--- src/rtl/spi_pkg.sv ---
// spi_pkg: constants and FSM state encoding shared by the SPI arbiter and the SPI master.
package spi_pkg;

  // Default payload width, matching the SPI master din port.
  localparam int unsigned SPI_WORD_W = 12;

  // Arbiter FSM states.
  typedef enum logic [1:0] {
    IDLE   = 2'd0,
    LAUNCH = 2'd1,
    WAIT   = 2'd2,
    DONE   = 2'd3
  } arb_state_e;

  // Index width needed to address n requesters (never below one bit).
  function automatic int unsigned idx_w(input int unsigned n);
    return (n > 1) ? $clog2(n) : 1;
  endfunction

endpackage

--- src/rtl/spi_rr_pick.sv ---
// spi_rr_pick: combinational round-robin pick, searching upward from ptr_i and wrapping at NREQ.
module spi_rr_pick
  import spi_pkg::*;
#(
  parameter int unsigned NREQ = 4,
  parameter int unsigned PW   = idx_w(NREQ)
) (
  input  logic [NREQ-1:0] req_i,
  input  logic [PW-1:0]   ptr_i,
  output logic [NREQ-1:0] gnt_c_o,
  output logic [PW-1:0]   idx_c_o,
  output logic            valid_c_o
);

  logic [31:0]   cand;
  logic [PW-1:0] cand_idx;

  // First requester at or after ptr_i, modulo NREQ.
  always_comb begin
    gnt_c_o   = '0;
    idx_c_o   = '0;
    valid_c_o = 1'b0;
    cand      = '0;
    cand_idx  = '0;
    for (int unsigned k = 0; k < NREQ; k++) begin
      cand     = (32'(ptr_i) + k) % NREQ;
      cand_idx = PW'(cand);
      if (!valid_c_o && req_i[cand_idx]) begin
        valid_c_o = 1'b1;
        idx_c_o   = cand_idx;
      end
    end
    if (valid_c_o) begin
      gnt_c_o[idx_c_o] = 1'b1;
    end
  end

endmodule

--- src/rtl/spi_arbiter.sv ---
// spi_arbiter: round-robin sharing of one SPI master among NREQ requesters.
// Optional watchdog on the SPI handshake is built when SPI_ARB_TIMEOUT_EN is defined.
module spi_arbiter
  import spi_pkg::*;
#(
  parameter int unsigned NREQ           = 4,
  parameter int unsigned WORD_W         = SPI_WORD_W,
  parameter int unsigned TIMEOUT_CYCLES = 1023
) (
  input  logic                   clk,
  input  logic                   rst,
  input  logic [NREQ-1:0]        req,
  input  logic [NREQ*WORD_W-1:0] data,
  output logic [NREQ-1:0]        gnt,
  output logic [NREQ-1:0]        done,
  output logic                   spi_newd,
  output logic [WORD_W-1:0]      spi_din,
  input  logic                   spi_cs,
  output logic                   busy,
  output logic                   err
);

  localparam int unsigned PW = idx_w(NREQ);

  arb_state_e        state_q, state_d;
  logic [PW-1:0]     ptr_q, ptr_d;
  logic [NREQ-1:0]   sel_q, sel_d;
  logic [NREQ-1:0]   gnt_q, gnt_d;
  logic [NREQ-1:0]   done_q, done_d;
  logic              newd_q, newd_d;
  logic [WORD_W-1:0] din_q, din_d;
  logic              busy_q, busy_d;
  logic              cs_meta_q, cs_s_q;
  logic              timeout_c;

  logic [NREQ-1:0]   pick_gnt_c;
  logic [PW-1:0]     pick_idx_c;
  logic              pick_valid_c;
  logic [WORD_W-1:0] data_w [NREQ];

  // Split the flat payload bus into per-requester words.
  for (genvar g = 0; g < NREQ; g++) begin : g_words
    assign data_w[g] = data[g*WORD_W +: WORD_W];
  end

  // Two-flop synchronizer for the SPI master chip select (idle high).
  always_ff @(posedge clk) begin
    if (rst) begin
      cs_meta_q <= 1'b1;
      cs_s_q    <= 1'b1;
    end else begin
      cs_meta_q <= spi_cs;
      cs_s_q    <= cs_meta_q;
    end
  end

  spi_rr_pick #(
    .NREQ (NREQ),
    .PW   (PW)
  ) u_pick (
    .req_i     (req),
    .ptr_i     (ptr_q),
    .gnt_c_o   (pick_gnt_c),
    .idx_c_o   (pick_idx_c),
    .valid_c_o (pick_valid_c)
  );

`ifdef SPI_ARB_TIMEOUT_EN
  localparam int unsigned CW = $clog2(TIMEOUT_CYCLES + 1);

  logic [CW-1:0] cnt_q;
  logic          err_q;

  // Watchdog: counts cycles spent in LAUNCH/WAIT, restarting on every state entry.
  always_ff @(posedge clk) begin
    if (rst) begin
      cnt_q <= '0;
    end else if ((state_d != state_q) || !((state_q == LAUNCH) || (state_q == WAIT))) begin
      cnt_q <= '0;
    end else begin
      cnt_q <= cnt_q + CW'(1);
    end
  end

  assign timeout_c = ((state_q == LAUNCH) || (state_q == WAIT)) &&
                     (cnt_q == CW'(TIMEOUT_CYCLES - 1));

  // Single-cycle error pulse on watchdog expiry.
  always_ff @(posedge clk) begin
    if (rst) begin
      err_q <= 1'b0;
    end else begin
      err_q <= timeout_c;
    end
  end

  assign err = err_q;
`else
  assign timeout_c = 1'b0;
  assign err       = 1'b0;

  // The watchdog limit only matters when the watchdog is built in.
  if (TIMEOUT_CYCLES == 0) begin : g_no_watchdog
  end
`endif

  // FSM state and registered outputs.
  always_ff @(posedge clk) begin
    if (rst) begin
      state_q <= IDLE;
      ptr_q   <= '0;
      sel_q   <= '0;
      gnt_q   <= '0;
      done_q  <= '0;
      newd_q  <= 1'b0;
      din_q   <= '0;
      busy_q  <= 1'b0;
    end else begin
      state_q <= state_d;
      ptr_q   <= ptr_d;
      sel_q   <= sel_d;
      gnt_q   <= gnt_d;
      done_q  <= done_d;
      newd_q  <= newd_d;
      din_q   <= din_d;
      busy_q  <= busy_d;
    end
  end

  // Next-state and next-output logic; outputs appear with the state they belong to.
  always_comb begin
    state_d = state_q;
    ptr_d   = ptr_q;
    sel_d   = sel_q;
    gnt_d   = '0;
    done_d  = '0;
    newd_d  = 1'b0;
    din_d   = din_q;
    busy_d  = 1'b0;

    unique case (state_q)
      IDLE: begin
        if (pick_valid_c) begin
          state_d = LAUNCH;
          gnt_d   = pick_gnt_c;
          sel_d   = pick_gnt_c;
          din_d   = data_w[pick_idx_c];
          newd_d  = 1'b1;
          ptr_d   = (pick_idx_c == PW'(NREQ - 1)) ? '0 : pick_idx_c + PW'(1);
        end
      end
      LAUNCH: begin
        if (!cs_s_q) begin
          state_d = WAIT;
        end else begin
          newd_d = 1'b1;
        end
      end
      WAIT: begin
        if (cs_s_q) begin
          state_d = DONE;
          done_d  = sel_q;
        end
      end
      DONE: begin
        state_d = IDLE;
      end
      default: begin
        state_d = IDLE;
      end
    endcase

    // Watchdog abort: only when the handshake made no progress this cycle.
    if (timeout_c && (state_d == state_q)) begin
      state_d = IDLE;
      newd_d  = 1'b0;
    end

    busy_d = (state_d != IDLE);
  end

  assign gnt      = gnt_q;
  assign done     = done_q;
  assign spi_newd = newd_q;
  assign spi_din  = din_q;
  assign busy     = busy_q;

endmodule
--- config.mk ---
export PLATFORM = sky130hd
export DESIGN_NAME = spi_arbiter
export DESIGN_NICKNAME = d
export VERILOG_FILES = /design/src/rtl/spi_pkg.sv /design/src/rtl/spi_rr_pick.sv /design/src/rtl/spi_arbiter.sv
export SDC_FILE = /design/constraint.sdc
export NUM_CORES = 1
export LEC_CHECK = 0
export CAP_MARGIN = 10
export CORE_MARGIN = 8
export CORE_UTILIZATION = 66
export CTS_CLUSTER_SIZE = 10
export DETAILED_ROUTE_END_ITERATION = 8
export DONT_BUFFER_PORTS = 1
export PLACE_DENSITY = 0.87
export SYNTH_ARGS = -nofsm -noshare
export SYNTH_HDL_FRONTEND = slang
export SYNTH_SLANG_ARGS = --single-unit
--- constraint.sdc ---
create_clock -name clk -period 6 [get_ports clk]
set_clock_uncertainty 0.2 [all_clocks]
set_input_delay 1.2 -clock clk [delete_from_list [all_inputs] [get_ports clk]]
set_output_delay 1.2 -clock clk [all_outputs]
set_load 0.01 [all_outputs]
=== After elaboration in Yosys (flattened, before gate mapping) ===
Cells that the tools add are included.

* Bits in registers: 32
* Input bits: 55
* Output and inout bits: 23
* Word-level logic and storage cells: 71

* $add $sub $neg: 4
* $lt $le $gt $ge: 7
* Eq/ne operators: 4
* Multiplexer cells: 29
* Bitwise logic cells: 5
* Reductions and logical operators: 12

{| class="wikitable"
|+ Operators with widths
! cell !! count
|-
| $bmux W12 S2 || 1
|-
| $mux W12 || 2
|-
| $mux W2 || 8
|-
| $lt A2 B3 Y1 const B || 5
|-
| $mux W1 || 11
|-
| $bmux W1 S2 || 4
|-
| $pmux W2 S4 || 1
|-
| $eq A2 B2 Y1 const B || 3
|-
| $reduce_or A3 Y1 || 2
|-
| $add A2 B1 Y2 const B || 2
|-
| $add A2 B2 Y2 const B || 2
|-
| $logic_and A1 B1 Y1 || 4
|-
| $not A1 Y1 || 4
|-
| $ge A3 B3 Y1 const B || 1
|-
| $logic_not A1 Y1 || 3
|-
| $not A2 Y3 || 1
|-
| $demux W1 S2 || 1
|-
| $eq A2 B1 Y1 const B || 1
|-
| $ge A2 B1 Y1 const B || 1
|-
| $logic_not A2 Y1 || 1
|-
| $pmux W1 S2 || 1
|-
| $reduce_and A2 Y1 || 1
|-
| $reduce_bool A2 Y1 || 1
|}

=== Depth between registers and ports, before layout ===
* Depth after elaboration: 16
* Gate-level depth with buffers: 8
* Mapped depth without buffers: 7

=== Cells and area by module ===
Synthesis repeated with hierarchy kept, for this count alone.

* Cell total of the unflattened synthesis: 165
* Area, all modules: 1,547.7 um^2

{| class="wikitable"
|+ Modules (own cells, without submodules)
! module !! times used !! cells an instance !! area an instance (um^2) !! seq. area each (um^2)
|-
| spi_arbiter || 1 || 133 || 1,365.1 || 640.6
|-
| spi_rr_pick || 1 || 32 || 182.7 || 0.0
|}

=== Worst setup path before layout ===
OpenSTA, ideal clock, no wires.

* Path type: input to register
* From: input port req[2]
* To: register ptr_q[1]
* Setup time: 0.127 ns
* Data arrival time: 2.468 ns
* Data required time: 5.673 ns
* Path slack: 3.205 ns
* Stages on the path: 7
* Buffers on the path: 0
* Cell sequence: and2b_1 -> o21a_1 -> or3_1 -> inv_1 -> ha_1 -> mux2i_1 -> nor2_1

* Longest elaborated chain between the ends: 14
* Elaborated cells between the ends (all ways): 26
* Those cells by class: add/sub (1); eq/ne (1); mux (17); reduce/logical (7)

{| class="wikitable"
|+ Ends and longest elaborated chain
! what !! line !! RTL
|-
| from (decl) || spi_arbiter.sv:12 || <nowiki>input logic [NREQ-1:0] req,</nowiki>
|-
| $bmux W1 S2 || spi_rr_pick.sv:28 || <nowiki>if (!valid_c_o && req_i[cand_idx]) begin</nowiki>
|-
| $mux W1 (not written as such) || spi_rr_pick.sv:28 ||
|-
| $mux W1 || spi_rr_pick.sv:28 ||
|-
| $logic_not A1 Y1 || spi_rr_pick.sv:28 ||
|-
| $logic_and A1 B1 Y1 || spi_rr_pick.sv:28 ||
|-
| $mux W1 || spi_rr_pick.sv:28 ||
|-
| $logic_not A1 Y1 || spi_rr_pick.sv:28 ||
|-
| $logic_and A1 B1 Y1 || spi_rr_pick.sv:28 ||
|-
| $mux W1 || spi_rr_pick.sv:28 ||
|-
| $logic_not A1 Y1 || spi_rr_pick.sv:28 ||
|-
| $logic_and A1 B1 Y1 || spi_rr_pick.sv:28 ||
|-
| $mux W2 || spi_rr_pick.sv:28 ||
|-
| $add A2 B1 Y2 / $eq A2 B2 Y1 (equally long branches) || spi_arbiter.sv:149 || <nowiki>ptr_d = (pick_idx_c == PW'(NREQ - 1)) ? '0 : pick_idx_c + PW'(1);</nowiki>
|-
| $mux W2 || spi_arbiter.sv:149 ||
|-
| to (signal assigned) || spi_arbiter.sv:120 || <nowiki>ptr_q <= ptr_d;</nowiki>
|-
| to (decl) || spi_arbiter.sv:26 || <nowiki>logic [PW-1:0] ptr_q, ptr_d;</nowiki>
|}

Several ways; a longest one is shown, not always the timed one. The select of a mux whose other input is x is not followed.
A chain may end at the register's enable or synchronous reset.

==> out/results.ini <==
[critical_path]
worstSetupPathType = in -> reg
path_max_fanout = 14
cp-start-kind = primary input
worstPathRequired_ns = 6.06
slowest_stage = nor4_2
regToRegSetupSlack_ns = 3.70
arrival_ns = 2.80
end_kind = register
path_cells = or4_1 > nor4_2 > o21ai_1 > o211ai_1
critPathMaxStageDelay_ns = 0.78

[pwr]
p_per_area_nw_per_um2 = 322.1
power_w = 0.0005380
ir_drop_uv = 196.4
p_leak_nw = 0.6377

[status]
status = finished clean

[sta]
final_hold_viol_count = 0
rsz0062_at_grt = false
tns_ns = 0
fmax_mhz = 366.0
slew_viol_final = 0
hold_slack_ns = 0.2333
period_share_pct = 45.54
worst_pin_slew_ns = 1.018
setup_viol = 0
slew_headroom_pct = 31.56
min_period_ns = 2.732
fin_ws_ns = 3.268

[floorplan]
fp.coreArea_sq_um = 2410
dieHeight_microns = 65.68
initial_core_util_pct = 67.60
rows = 18
die_w_microns = 65.68
dieArea_sq_um = 4314
io-pin-count = 78

[synth]
synth_seq_area_share_pct = 39.32
yosys.area.top_type_share_pct = 39.32
yosysTopAreaCell = dfxtp_1
syn_area_per_cell_sq_um = 9.417
ys_warn_count = 0
synth_cell_type_count = 30
syn-cell-area_sq_um = 1629
syn_nets = 232
ys_ff_latch = 32
synthCells = 173
synth_area_leaders = dfxtp_1 39%, mux2i_1 12%, o21a_1 6.0%

[placement]
dp_slack_ns = 2.946
gp_congestion = 0.8026
place_area_sq_um = 1609
port_buffers = 0
dp_hpwl_microns = 2955

[clock_tree]
clkSlewWorstSetupHoldPaths_ns = 0.10
cts.path.max_buffers = 2
clk_latency_ns = 0.34
post_cts_buffers = 0
post_cts_resized = 0
cts_hold_buf = 0
cts_tree = built
root_buffer = clkbuf_4
clkSinkCount = 32
numCtsBuffers = 5
h-tree-depth = 2

[drt]
routed_wl_microns = 3828
wire_per_inst_microns = 18.95
final_antenna_net_count = 0
route.detailed.drc = 0
dr.pass1.iters = 4
via_per_inst = 6.153
via_count = 1243
drt_iter0_drc = 26

[layout]
final_common_cell = dfxtp_1
drive_above_1_share_pct = 11.05
layout_common_cells = 32 x dfxtp_1, 19 x mux2i_1, 13 x o21a_1, 13 x nand2_1
diodes = 0
nets = 230
fin_area_sq_um = 1670
area_delta_synth_final_pct = 2.534

[job]
cap_violations = 0

[hold_path]
worst_hold_path_type = reg -> reg

[global_route]
grt_max_degree = 26
antenna_found_initial = 0
grt_pass1_wl_microns = 5920
grt_pass1_vias = 1312
grt_overflow = 0
grt_usage_pct = 17.66

==> sequential cells by signal, indices dropped and copies added (netlist names) <==
register	flops
spi_newd	1
cs_s_q	1
done	4
gnt	4
ptr_q	2
busy	1
state_q	2
cs_meta_q	1
sel_q	4
spi_din	12
==> per-stage QoR <==
stage	util, %	cells
6_report	69.31	202
5_1_grt	69.31	202
4_1_cts	69.31	202
3_5_place_dp	66.77	194
3_3_place_gp	66.77	194
2_1_floorplan	-	173
==> path summary, 6_finish.rpt <==
path              startpoint         end  depth (start not counted)
hold reg to reg    cs_meta_q      cs_s_q                          1
hold / removal     cs_meta_q      cs_s_q                          1
setup reg to reg  state_q[0]  spi_din[4]                          4
setup / recovery         rst  spi_din[4]                          4
==> Yosys cell counts, drive strengths merged <==
cell / count
a21oi: 3
a311oi: 1
and2: 8
and2b: 2
buf: 10
clkbuf: 1
conb: 1
dfxtp: 32
ha: 4
inv: 3
mux2i: 19
nand2: 14
nand2b: 2
nor2: 12
nor2b: 1
nor3: 1
nor3b: 12
nor4: 2
nor4bb: 1
o211ai: 12
o21a: 13
o21ai: 12
or2: 3
or3: 3
or4: 1
==> routing by layer <==
layer	global-route usage, %	share of wire, %
met1	16.14	36
met2	31.06	51
met3	7.823	10
met5	0	0
met4	11.44	2.5
==> kinds of logic (layout without fill, tap and decap cells) <==
kind of cell / Yosys count / count (layout) / synth area share [%]
other: 1 / 1 / 0.2302
adders and majority gates: 4 / 4 / 3.072
buffers and inverters: 14 / 13 / 5.376
AOI/OAI and AO/OA: 41 / 41 / 17.74
and+or+nand+nor: 62 / 62 / 22.58
muxes: 19 / 19 / 11.67
DFF: 32 / 32 / 39.32
==> power by group <==
group | total [W] | internal (W) | switching, W
registers | 0.000272 | 0.000242 | 0.0000306
logic | 0.000139 | 0.0000608 | 0.0000778
clock network | 0.000127 | 0.0000557 | 0.0000714
total | 0.000538 | 0.000358 | 0.000180
==> layout make-up <==
cell class / instances / area [sq um]
tap: 30 / 37.54
sequential: 32 / 640.6
timing repair buffer: 2 / 15.01
multi-input combinational: 127 / 904.6
fill: 177 / 739.5
clock inverter: 2 / 10.01
clock buffer: 6 / 51.30
inverter: 3 / 11.26
==> worst max-delay path, delay by kind of cell <==
family | cells | cell delay, ns
and+or+nand+nor | 2 | 1.27
AOI/OAI and AO/OA | 2 | 0.33
No activity file was read; power rests on OpenSTA's default activity.
